`src/rtl/branch_history_table_pkg.sv`:
```
// branch_history_table_pkg: shared counter encodings, counter type and PC index helper.
//   SNT/WNT/WT/ST  2-bit saturating counter states
//   ctr_t          2-bit counter type
//   bht_index      word index of a PC, masked to index_bits bits
package branch_history_table_pkg;

    typedef logic [1:0] ctr_t;

    localparam ctr_t SNT = 2'b00;
    localparam ctr_t WNT = 2'b01;
    localparam ctr_t WT  = 2'b10;
    localparam ctr_t ST  = 2'b11;

    function automatic logic [31:0] bht_index(input logic [31:0] pc, input int unsigned index_bits);
        return (pc >> 2) & ((32'd1 << index_bits) - 32'd1);
    endfunction

endpackage

```
`src/rtl/branch_history_table_sat_counter2.sv`:
```
// sat_counter2: next-state logic of a 2-bit saturating up/down counter with load.
//   cur       current counter value
//   en        apply one up/down step
//   up        step direction (1 = increment)
//   load      replace value with load_val (wins over en)
//   load_val  value taken on load
//   nxt       next counter value
module sat_counter2
    import branch_history_table_pkg::*;
(
    input  ctr_t cur,
    input  logic en,
    input  logic up,
    input  logic load,
    input  ctr_t load_val,
    output ctr_t nxt
);

    assign nxt = load ? load_val :
                 !en  ? cur :
                 up   ? ((cur == ST)  ? ST  : cur + 2'd1) :
                        ((cur == SNT) ? SNT : cur - 2'd1);

endmodule

```
`src/rtl/branch_history_table.sv`:
```
// branch_history_table: 2-bit saturating-counter direction predictor indexed by PC[INDEX_BITS+1:2].
//   clk, rst_n       clock, asynchronous active-low reset
//   PC_IF            lookup address; pred_taken is counter[1] of its entry (combinational)
//   upd_valid        resolved branch this cycle: upd_pc, upd_taken, upd_pred describe it
//   bht_clear        reload every entry with INIT_STATE on the next edge (drops any update)
//   br_count         resolved branches (BHT_STATS_EN), else 0
//   mispred_count    upd_pred != upd_taken events (BHT_STATS_EN), else 0
// Optional feature macro: BHT_STATS_EN enables the saturating statistics counters.
module branch_history_table
    import branch_history_table_pkg::*;
#(
    parameter int   INDEX_BITS = 6,
    parameter ctr_t INIT_STATE = WNT
) (
    input  logic        clk,
    input  logic        rst_n,
    input  logic [31:0] PC_IF,
    output logic        pred_taken,
    input  logic        upd_valid,
    input  logic [31:0] upd_pc,
    input  logic        upd_taken,
    input  logic        upd_pred,
    input  logic        bht_clear,
    output logic [31:0] br_count,
    output logic [31:0] mispred_count
);

    localparam int ENTRIES = 1 << INDEX_BITS;

    ctr_t tbl [ENTRIES];
    logic [31:0] rd_full, wr_full;
    logic [INDEX_BITS-1:0] rd_idx, wr_idx;

    assign rd_full    = bht_index(PC_IF, INDEX_BITS);
    assign wr_full    = bht_index(upd_pc, INDEX_BITS);
    assign rd_idx     = rd_full[INDEX_BITS-1:0];
    assign wr_idx     = wr_full[INDEX_BITS-1:0];
    // No bypass: a same-cycle update to this entry is seen only after the edge.
    assign pred_taken = tbl[rd_idx][1];

    for (genvar i = 0; i < ENTRIES; i++) begin : g_entry
        ctr_t nxt;
        sat_counter2 u_ctr (
            .cur      (tbl[i]),
            .en       (upd_valid && (wr_idx == INDEX_BITS'(i))),
            .up       (upd_taken),
            .load     (bht_clear),
            .load_val (INIT_STATE),
            .nxt      (nxt)
        );
        always_ff @(posedge clk or negedge rst_n) begin
            if (!rst_n) tbl[i] <= INIT_STATE;
            else        tbl[i] <= nxt;
        end
    end

`ifdef BHT_STATS_EN
    // Counts ignore bht_clear; both stick at all-ones.
    always_ff @(posedge clk or negedge rst_n) begin
        if (!rst_n) begin
            br_count      <= '0;
            mispred_count <= '0;
        end else begin
            if (upd_valid && br_count != '1) br_count <= br_count + 32'd1;
            if (upd_valid && upd_pred != upd_taken && mispred_count != '1) mispred_count <= mispred_count + 32'd1;
        end
    end
    logic unused_bits;
    assign unused_bits = ^{rd_full[31:INDEX_BITS], wr_full[31:INDEX_BITS]};
`else
    assign br_count      = 32'd0;
    assign mispred_count = 32'd0;
    logic unused_bits;
    assign unused_bits = ^{rd_full[31:INDEX_BITS], wr_full[31:INDEX_BITS], upd_pred};
`endif

endmodule
```
`config.mk`:
```
export PLATFORM = sky130hd
export DESIGN_NAME = branch_history_table
export DESIGN_NICKNAME = d
export VERILOG_FILES = /design/src/rtl/branch_history_table_pkg.sv /design/src/rtl/branch_history_table_sat_counter2.sv /design/src/rtl/branch_history_table.sv
export SDC_FILE = /design/constraint.sdc
export NUM_CORES = 1
export LEC_CHECK = 0
export CORE_ASPECT_RATIO = 1.4
export CORE_UTILIZATION = 58
export CTS_BUF_LIST = sky130_fd_sc_hd__clkbuf_8 sky130_fd_sc_hd__clkbuf_16
export CTS_CLUSTER_SIZE = 40
export DETAILED_ROUTE_END_ITERATION = 6
export PLACE_DENSITY = 0.83
export SKIP_CTS_REPAIR_TIMING = 1
export SYNTH_ARGS = -nofsm -noshare
export SYNTH_HDL_FRONTEND = slang
export SYNTH_SLANG_ARGS = --single-unit
```
`constraint.sdc`:
```
create_clock -name clk -period 5.5 [get_ports clk]
set_clock_uncertainty 0.2 [all_clocks]
set_input_delay 1.1 -clock clk [delete_from_list [all_inputs] [get_ports clk]]
set_output_delay 1.1 -clock clk [all_outputs]
set_load 0.02 [all_outputs]
```
==> impl_metrics.json, run 1 <==
{
  "starting_density": 0.598,
  "relSlewSlack": 0.297,
  "initialDrtViolationCount": 540,
  "power.share.switching": 0.242,
  "dr.pass1.iters": 5,
  "syn-mean-instance-area_um2": 8.54,
  "pwr_density_cell_nw_per_um2": 264,
  "area.growth.synth_to_final_pct": 7.66,
  "crit_path_start_kind": "input pin",
  "route.detailed.drc": 0,
  "crit_required_ns": 4.20,
  "kind_of_cell_adding_the_most_delay_to_the_critical_path": "buffers and inverters",
  "final.setup.worst_slack_ns": 0.637,
  "clockPowerShare": 0.492,
  "cp.buffers_inverters": 3,
  "power.internal_mw": 1.73,
  "synth_seq_cells": 128,
  "synth_seq_area_share": 0.408,
  "utilization": 0.643,
  "finalMaxSlewViolations": 0,
  "worstPathCellList": "clkdlybuf4s50_1 -> buf_12 -> mux4_2 -> a22oi_1 -> nand4_1 -> a21oi_1 -> a31oi_1 -> clkdlybuf4s50_1",
  "end_kind": "output port",
  "vias": 6710,
  "globalRouteOverflowTotal": 0,
  "fraction_of_power_consumed_by_sequential_logic": 0.422,
  "ioPinCount": 135,
  "static-leakage-power_nw": 3.89,
  "chipWidth_um": 101,
  "largest_register_ffs": 128,
  "netlist-cell-type-count": 34,
  "max_slew.worst_pin.slew_ns": 1.05,
  "max_freq_ghz": 0.206,
  "floorplan.core_area_um2": 13500,
  "hold_ws_ns": 0.360,
  "final-setup-viol-count": 0,
  "post_synth_instance_area_um2": 8040,
  "period_needed_ns": 4.86,
  "setup_slack_placement_ns": 0.653,
  "timing.final.hold_violations": 0,
  "finalCritPeriodShare": 0.884,
  "largest_net_degree_at_the_start_of_global_routing": 100,
  "critical_path.most_common_cell": "clkdlybuf4s50_1",
  "grt_setup_unrepaired": "false",
  "max_cap_viol_count": 0,
  "worstPathArrival_ns": 3.56,
  "power.share.combinational": 0.086,
  "nNetsFinal": 999,
  "share_of_cells_above_drive_strength_1": 0.140,
  "dp_hpwl_mm": 10.7,
  "antenna_violating_nets_post_route": 0,
  "multi_input_gate_area_in_the_final_layout_um2": 4040,
  "largest_registers": "tbl (128)",
  "final_common_cell": "a21oi_1",
  "totalNegativeSetupSlack_ns": 0,
  "worst_setup_hold_path_clk_slew_ns": 0.05,
  "cts_root_buf": "clkbuf_16",
  "fin_total_pwr_mw": 2.29,
  "crit_path_top_delay_cell": "clkdlybuf4s50_1",
  "cts_sinks": 128,
  "placed_cell_area_um2": 8060,
  "worst-setup-path-type": "input pin to output port",
  "most-common-layout-cells": "a21oi_1, o21ai_0, nand2_1",
  "clock_tree.buffer_depth": 2,
  "viasPerCell": 5.98,
  "die_area_um2": 14300,
  "antenna_cells": 0,
  "drt-wirelength-per-cell_um": 15.7,
  "filler_cell_count": 1089,
  "clk-insertion-delay-late_ns": 0.41,
  "grt_antenna_before_repair": 0,
  "slowest_delay_ns": 0.55,
  "gp_congestion": 0.762,
  "final-instance-count-excl-fill": 1123,
  "portBuffers": 17,
  "synthesis.yosys.warnings": 0,
  "p_sw_mw": 0.553,
  "num_rows": 50,
  "seqCellArea_um2": 3280,
  "critPathMaxFanout": 17,
  "register_with_the_most_flip_flops": "tbl",
  "outcome": "complete, no violations",
  "grt.total_usage": 0.265,
  "numPlacedInstances": 1092,
  "ctsHtreeMaxLevel": 4,
  "postLayoutCellArea_um2": 8650,
  "cts-buffers-inserted": 17,
  "vdd_ir_drop_max_mv": 0.182,
  "hp-class": "flip-flop to flip-flop",
  "cts_tree": "yes",
  "die_h_um": 141,
  "wirelength_mm": 17.6,
  "global_route_wire_length_before_repair_mm": 29.8,
  "syn_inst": 941,
  "grt_pass1_vias": 6210
}
[cells in the mapped netlist]
cell type | count | share of area
and3b_1 | 1 | 0.0011
inv_1 | 64 | 0.030
nor2b_1 | 6 | 0.0047
nor2_1 | 56 | 0.026
a21oi_1 | 129 | 0.080
and4bb_1 | 1 | 0.0016
mux4_2 | 15 | 0.042
a22oi_1 | 2 | 0.0019
buf_2 | 9 | 0.0056
nor3_1 | 40 | 0.025
nor4_1 | 2 | 0.0016
o21a_1 | 1 | 0.00093
nor3_2 | 4 | 0.0050
nor3b_2 | 1 | 0.0016
o22ai_1 | 1 | 0.00078
o21ai_1 | 29 | 0.018
buf_4 | 65 | 0.061
mux2_2 | 3 | 0.0042
nor2_2 | 1 | 0.00078
nand2b_1 | 5 | 0.0039
o21bai_1 | 1 | 0.00093
nand4_1 | 1 | 0.00078
clkbuf_1 | 49 | 0.023
a211o_1 | 38 | 0.041
o21ai_0 | 102 | 0.064
dfstp_2 | 64 | 0.21
nand3_1 | 2 | 0.0012
a311o_1 | 25 | 0.031
a31oi_1 | 4 | 0.0031
maj3_1 | 25 | 0.031
dfrtp_1 | 64 | 0.20
and3_1 | 60 | 0.047
conb_1 | 1 | 0.00047
nand2_1 | 70 | 0.033
[logic make-up after synthesis]
kind of cell,count (synthesis),synth area share
AO/OA/AOI/OAI,332,0.242
buffers and inverters,187,0.119
other,1,0.000467
adder cells (fa/ha/maj),25,0.0311
flip-flops,128,0.408
multiplexers,18,0.0462
AND/OR/NAND/NOR,250,0.153
[routing by layer]
metal  up-vias  track usage  share of wire
li1       3213            -              -
met1      3250        0.341           0.43
met2       207        0.438           0.51
met3        40       0.0458          0.041
met4         0        0.112          0.028
met5         -            0              0
[worst reg2reg max path, delay by kind of cell, from the launching register on]
family / cells / cell delay (ns)
flip-flops: 1 / 0.52
adder cells (fa/ha/maj): 1 / 0.39
AO/OA/AOI/OAI: 1 / 0.37
buffers and inverters: 1 / 0.06
[power groups by stage]
stage                     registers (mW)  clock network [mW]  logic (mW)
after floorplan                    0.977                   0       0.167
after global placement             0.979                   0       0.193
after detailed placement           0.979                   0       0.195
after CTS                          0.965                1.14       0.196
after global routing               0.966                1.18       0.217
final                              0.965                1.12       0.196
[layout make-up]
| cell class | count | share of cell area |
|---|---|---|
| clock buffers | 23 | 0.0587 |
| clock inverters | 8 | 0.00998 |
| inverters | 64 | 0.0278 |
| multi-input cells | 689 | 0.467 |
| flip-flops and latches | 128 | 0.379 |
| well taps | 182 | 0.0263 |
| repair buffers | 29 | 0.0307 |
[path summary, 6_finish.rpt]
path | start | endpoint | slack [ns] | cells after the start
worst max-delay path | PC_IF[2] | pred_taken | 0.64 | 8
worst min-delay path | tbl[70] | tbl[71] | 0.36 | 2
worst max register to register | tbl[30] | tbl[30] | 3.87 | 3
worst min register to register | tbl[70] | tbl[71] | 0.36 | 2
max in group asynchronous | rst_n | tbl[10] | 3.54 | 2
min in group asynchronous | rst_n | tbl[111] | 0.55 | 1
(Power assumes the default switching activity.)
==> run 2: changes to the inputs <==
--- a/config.mk
+++ b/config.mk
@@ -6,11 +6,11 @@
 export NUM_CORES = 1
 export LEC_CHECK = 0
 export CORE_ASPECT_RATIO = 1.4
-export CORE_UTILIZATION = 58
+export CORE_UTILIZATION = 40
 export CTS_BUF_LIST = sky130_fd_sc_hd__clkbuf_8 sky130_fd_sc_hd__clkbuf_16
 export CTS_CLUSTER_SIZE = 40
 export DETAILED_ROUTE_END_ITERATION = 6
-export PLACE_DENSITY = 0.83
+export PLACE_DENSITY = 0.6
 export SKIP_CTS_REPAIR_TIMING = 1
 export SYNTH_ARGS = -nofsm -noshare
 export SYNTH_HDL_FRONTEND = slang
==> impl_metrics.json, run 2 (synthesis gave the netlist of run 1 again) <==
{
  "utilization": 0.440,
  "cts_sinks": 128,
  "clock_tree.buffer_depth": 2,
  "gp_congestion": 0.730,
  "cp.buffers_inverters": 3,
  "viasPerCell": 5.50,
  "cts_tree": "yes",
  "vias": 6571,
  "most-common-layout-cells": "a21oi_1, o21ai_0, nand2_1",
  "kind_of_cell_adding_the_most_delay_to_the_critical_path": "buffers and inverters",
  "floorplan.core_area_um2": 19800,
  "max_cap_viol_count": 0,
  "worst_r2r_endpoint": "tbl[36]",
  "grt_antenna_before_repair": 0,
  "die_h_um": 170,
  "static-leakage-power_nw": 3.86,
  "max_slew.worst_pin.slew_ns": 1.09,
  "die_area_um2": 20700,
  "share_of_cells_above_drive_strength_1": 0.140,
  "finalCritPeriodShare": 0.887,
  "critPathMaxFanout": 17,
  "largest_net_degree_at_the_start_of_global_routing": 99,
  "outcome": "complete, no violations",
  "period_needed_ns": 4.88,
  "nNetsFinal": 999,
  "worst-setup-path-type": "input pin to output port",
  "totalNegativeSetupSlack_ns": 0,
  "seqCellArea_um2": 3280,
  "worst_setup_hold_path_clk_slew_ns": 0.06,
  "portBuffers": 17,
  "ioPinCount": 135,
  "area.growth.synth_to_final_pct": 8.23,
  "timing.final.hold_violations": 0,
  "slowest_delay_ns": 0.57,
  "cts-buffers-inserted": 17,
  "placed_cell_area_um2": 8150,
  "crit_path_start_kind": "input pin",
  "register_with_the_most_flip_flops": "tbl",
  "chipWidth_um": 122,
  "ctsHtreeMaxLevel": 4,
  "filler_cell_count": 1933,
  "worstPathArrival_ns": 3.58,
  "rr_startpoint": "tbl[36]",
  "drt-wirelength-per-cell_um": 15.4,
  "crit_path_top_delay_cell": "mux4_2",
  "rrSetupSlack_ns": 3.92,
  "wirelength_mm": 18.3,
  "global_route_wire_length_before_repair_mm": 29.7,
  "reg2reg_path_depth": 3,
  "route.detailed.drc": 0,
  "worstPathCellList": "clkdlybuf4s50_1 -> buf_12 -> mux4_2 -> a22oi_1 -> nand4_1 -> a21oi_1 -> a31oi_1 -> clkdlybuf4s50_1",
  "globalRouteOverflowTotal": 0,
  "finalMaxSlewViolations": 0,
  "clk-insertion-delay-late_ns": 0.42,
  "starting_density": 0.407,
  "multi_input_gate_area_in_the_final_layout_um2": 4040,
  "largest_registers": "tbl (128)",
  "relSlewSlack": 0.272,
  "vdd_ir_drop_max_mv": 0.208,
  "worstHoldStart": "tbl[70]",
  "hp-class": "flip-flop to flip-flop",
  "postLayoutCellArea_um2": 8700,
  "final_common_cell": "a21oi_1",
  "antenna_cells": 0,
  "grt_pass1_vias": 5632,
  "pwr_density_cell_nw_per_um2": 254,
  "initialDrtViolationCount": 492,
  "worst_hold_path.num_cells": 2,
  "dp_hpwl_mm": 11.3,
  "whs_endpoint": "tbl[71]",
  "crit_required_ns": 4.20,
  "grt_setup_unrepaired": "false",
  "dr.pass1.iters": 7,
  "num_rows": 61,
  "critical_path.most_common_cell": "clkdlybuf4s50_1",
  "largest_register_ffs": 128,
  "grt.total_usage": 0.185,
  "antenna_violating_nets_post_route": 0,
  "cts_root_buf": "clkbuf_16",
  "final-setup-viol-count": 0,
  "max_freq_ghz": 0.205,
  "end_kind": "output port"
}
[run 2: per-stage QoR]
step	hold slack, ns	total power [mW]	setup slack (ns)	cells
2_1_floorplan	0.327	1.14	1.75	1004
5_1_grt	0.383	2.30	0.522	1194
3_3_place_gp	0.349	1.18	0.604	1162
3_5_place_dp	0.350	1.18	0.604	1162
4_1_cts	0.357	2.24	0.601	1194
6_report	0.353	2.21	0.623	1194
[run 2: layout make-up]
cell class,instances,share of cell area
Sequential cell,128,0.377
Multi-Input combinational cell,689,0.465
Timing Repair Buffer,29,0.0305
Tap cell,252,0.0362
Clock buffer,19,0.0521
Clock inverter,13,0.0115
Inverter,64,0.0276
[run 2: report_power, final]
group          switching [mW]  internal (mW)
Combinational           0.152         0.0467
Clock                   0.412          0.636
Sequential            0.00865          0.956
[run 2: how the worst max path moves through the flow]
| stage | endpoint | slack [ns] | cells after the start | from |
|---|---|---|---|---|
| 2_1_floorplan | pred_taken | 1.75 | 5 | PC_IF[2] |
| 6_report | pred_taken | 0.62 | 8 | PC_IF[2] |
| 3_3_place_gp | pred_taken | 0.60 | 8 | PC_IF[2] |
| 5_1_grt | pred_taken | 0.52 | 8 | PC_IF[2] |
| 3_5_place_dp | pred_taken | 0.60 | 8 | PC_IF[2] |
| 4_1_cts | pred_taken | 0.60 | 8 | PC_IF[2] |
[run 2: metal layers]
| layer | share of wire | GRT usage |
|---|---|---|
| met1 | 0.46 | 0.249 |
| met4 | 0.0093 | 0.0537 |
| met3 | 0.036 | 0.0316 |
| met5 | 0 | 0 |
| met2 | 0.50 | 0.302 |
[run 2: worst min-delay path: stages, from the launching register on]
cell     delay [ns]
dfstp_2        0.38
o21ai_1        0.07
a21oi_1        0.06
==> run 3: changes to the inputs <==
--- a/config.mk
+++ b/config.mk
@@ -5,12 +5,14 @@
 export SDC_FILE = /design/constraint.sdc
 export NUM_CORES = 1
 export LEC_CHECK = 0
+export CELL_PAD_IN_SITES_DETAIL_PLACEMENT = 0
+export CELL_PAD_IN_SITES_GLOBAL_PLACEMENT = 1
 export CORE_ASPECT_RATIO = 1.4
 export CORE_UTILIZATION = 40
 export CTS_BUF_LIST = sky130_fd_sc_hd__clkbuf_8 sky130_fd_sc_hd__clkbuf_16
 export CTS_CLUSTER_SIZE = 40
 export DETAILED_ROUTE_END_ITERATION = 6
-export PLACE_DENSITY = 0.6
+export PLACE_DENSITY = 0.77
 export SKIP_CTS_REPAIR_TIMING = 1
 export SYNTH_ARGS = -nofsm -noshare
 export SYNTH_HDL_FRONTEND = slang
==> impl_metrics.json, run 3 (synthesis gave the netlist of run 1 again) <==
{
  "max_slew.worst_pin.slew_ns": 1.19,
  "final-instance-count-excl-fill": 1196,
  "seqCellArea_um2": 3280,
  "die_h_um": 170,
  "static-leakage-power_nw": 3.90,
  "most-common-layout-cells": "a21oi_1, o21ai_0, nand2_1",
  "end_kind": "output port",
  "final-setup-viol-count": 0,
  "clk-insertion-delay-late_ns": 0.42,
  "worstSetupPathDepth": 8,
  "drt-wirelength-per-cell_um": 15.4,
  "ctsHtreeMaxLevel": 4,
  "fin_total_pwr_mw": 2.38,
  "clock_tree.buffer_depth": 2,
  "period_needed_ns": 4.99,
  "share_of_cells_above_drive_strength_1": 0.145,
  "worstPathArrival_ns": 3.69,
  "largest_registers": "tbl (128)",
  "max_freq_ghz": 0.200,
  "antenna_cells": 0,
  "critical_path.most_common_cell": "clkdlybuf4s50_1",
  "crit_required_ns": 4.20,
  "floorplan.core_area_um2": 19800,
  "ioPinCount": 135,
  "hp-class": "flip-flop to flip-flop",
  "starting_density": 0.407,
  "crit_path_start_kind": "input pin",
  "globalRouteOverflowTotal": 0,
  "relSlewSlack": 0.205,
  "filler_cell_count": 1952,
  "largest_register_ffs": 128,
  "grt.total_usage": 0.189,
  "route.detailed.drc": 0,
  "worst_hold_path.num_cells": 2,
  "slowest_delay_ns": 0.57,
  "gp_congestion": 0.748,
  "area.growth.synth_to_final_pct": 9.39,
  "dp_hpwl_mm": 11.3,
  "register_with_the_most_flip_flops": "tbl",
  "viasPerCell": 5.52,
  "kind_of_cell_adding_the_most_delay_to_the_critical_path": "buffers and inverters",
  "grt_antenna_before_repair": 0,
  "vdd_ir_drop_max_mv": 0.204,
  "dr.pass1.iters": 5,
  "worst-setup-path-type": "input pin to output port",
  "worst_setup_hold_path_clk_slew_ns": 0.06,
  "outcome": "complete, no violations",
  "worstPathCellList": "clkdlybuf4s50_1 -> buf_12 -> mux4_2 -> a22oi_1 -> nand4_1 -> a21oi_1 -> a31oi_1 -> clkdlybuf4s50_1",
  "totalNegativeSetupSlack_ns": 0,
  "reg2reg_path_depth": 3,
  "grt_setup_unrepaired": "false",
  "portBuffers": 17,
  "vias": 6598,
  "pwr_density_cell_nw_per_um2": 270,
  "die_area_um2": 20700,
  "finalMaxSlewViolations": 0,
  "max_cap_viol_count": 0,
  "nNetsFinal": 1001,
  "multi_input_gate_area_in_the_final_layout_um2": 4040,
  "cts_root_buf": "clkbuf_16",
  "final_common_cell": "a21oi_1",
  "cts_tree": "yes",
  "wirelength_mm": 18.5,
  "rrSetupSlack_ns": 3.92,
  "initialDrtViolationCount": 524,
  "largest_net_degree_at_the_start_of_global_routing": 93,
  "global_route_wire_length_before_repair_mm": 30.5,
  "cts_sinks": 128,
  "finalCritPeriodShare": 0.907,
  "crit_path_top_delay_cell": "mux4_2",
  "antenna_violating_nets_post_route": 0,
  "timing.final.hold_violations": 0,
  "chipWidth_um": 122,
  "numPlacedInstances": 1164,
  "critPathMaxFanout": 17,
  "cts-buffers-inserted": 17,
  "num_rows": 61,
  "cp.buffers_inverters": 3,
  "grt_pass1_vias": 5917
}
## run 3: changes by cell type in the layout (fill, tap and decap cells not counted)
cell,change
buf_4,+2
bufinv_16,+3
clkbuf_8,+1
clkinv_2,+2
clkinv_4,-2
clkinvlp_4,-1
inv_1,-3
## run 3: worst reg2reg max path, stage by stage, from the launching register on
cell	delay (ns)
dfstp_2	0.54
inv_1	0.06
maj3_1	0.36
a311o_1	0.36
## run 3: cell type report
class                   count  share of cell area
clock buffers              20              0.0531
clock inverters            12              0.0186
inverters                  64              0.0273
multi-input cells         689               0.460
flip-flops and latches    128               0.373
well taps                 252              0.0359
repair buffers             31              0.0319
## run 3: per-layer routing
layer / GRT usage / vias to the layer above / part of all wire
li1: - / 3227 / -
met5: 0 / - / 0
met4: 0.0784 / 0 / 0.023
met3: 0.0336 / 26 / 0.039
met1: 0.243 / 3192 / 0.45
met2: 0.308 / 153 / 0.48
## run 3: worst paths after layout
kind	from	end
setup reg to reg	tbl[48]	tbl[48]
hold / removal	tbl[70]	tbl[71]
hold reg to reg	tbl[70]	tbl[71]
min in group asynchronous	rst_n	tbl[87]
max in group asynchronous	rst_n	tbl[8]
setup / recovery	PC_IF[2]	pred_taken
## run 3: metrics by stage
stage	setup slack (ns)	utilization	hold WS (ns)	instance area [um2]
after floorplan	1.75	-	0.327	8270
final	0.512	0.445	0.364	8790
after detailed placement	0.554	0.413	0.357	8160
after global routing	0.462	0.445	0.378	8790
after CTS	0.553	0.445	0.365	8790
after global placement	0.581	0.413	0.342	8160
## run 3: power by group
group | total (mW) | switching, mW | internal (mW)
clock | 1.22 | 0.427 | 0.788
combinational | 0.199 | 0.152 | 0.0473
sequential | 0.964 | 0.00854 | 0.956
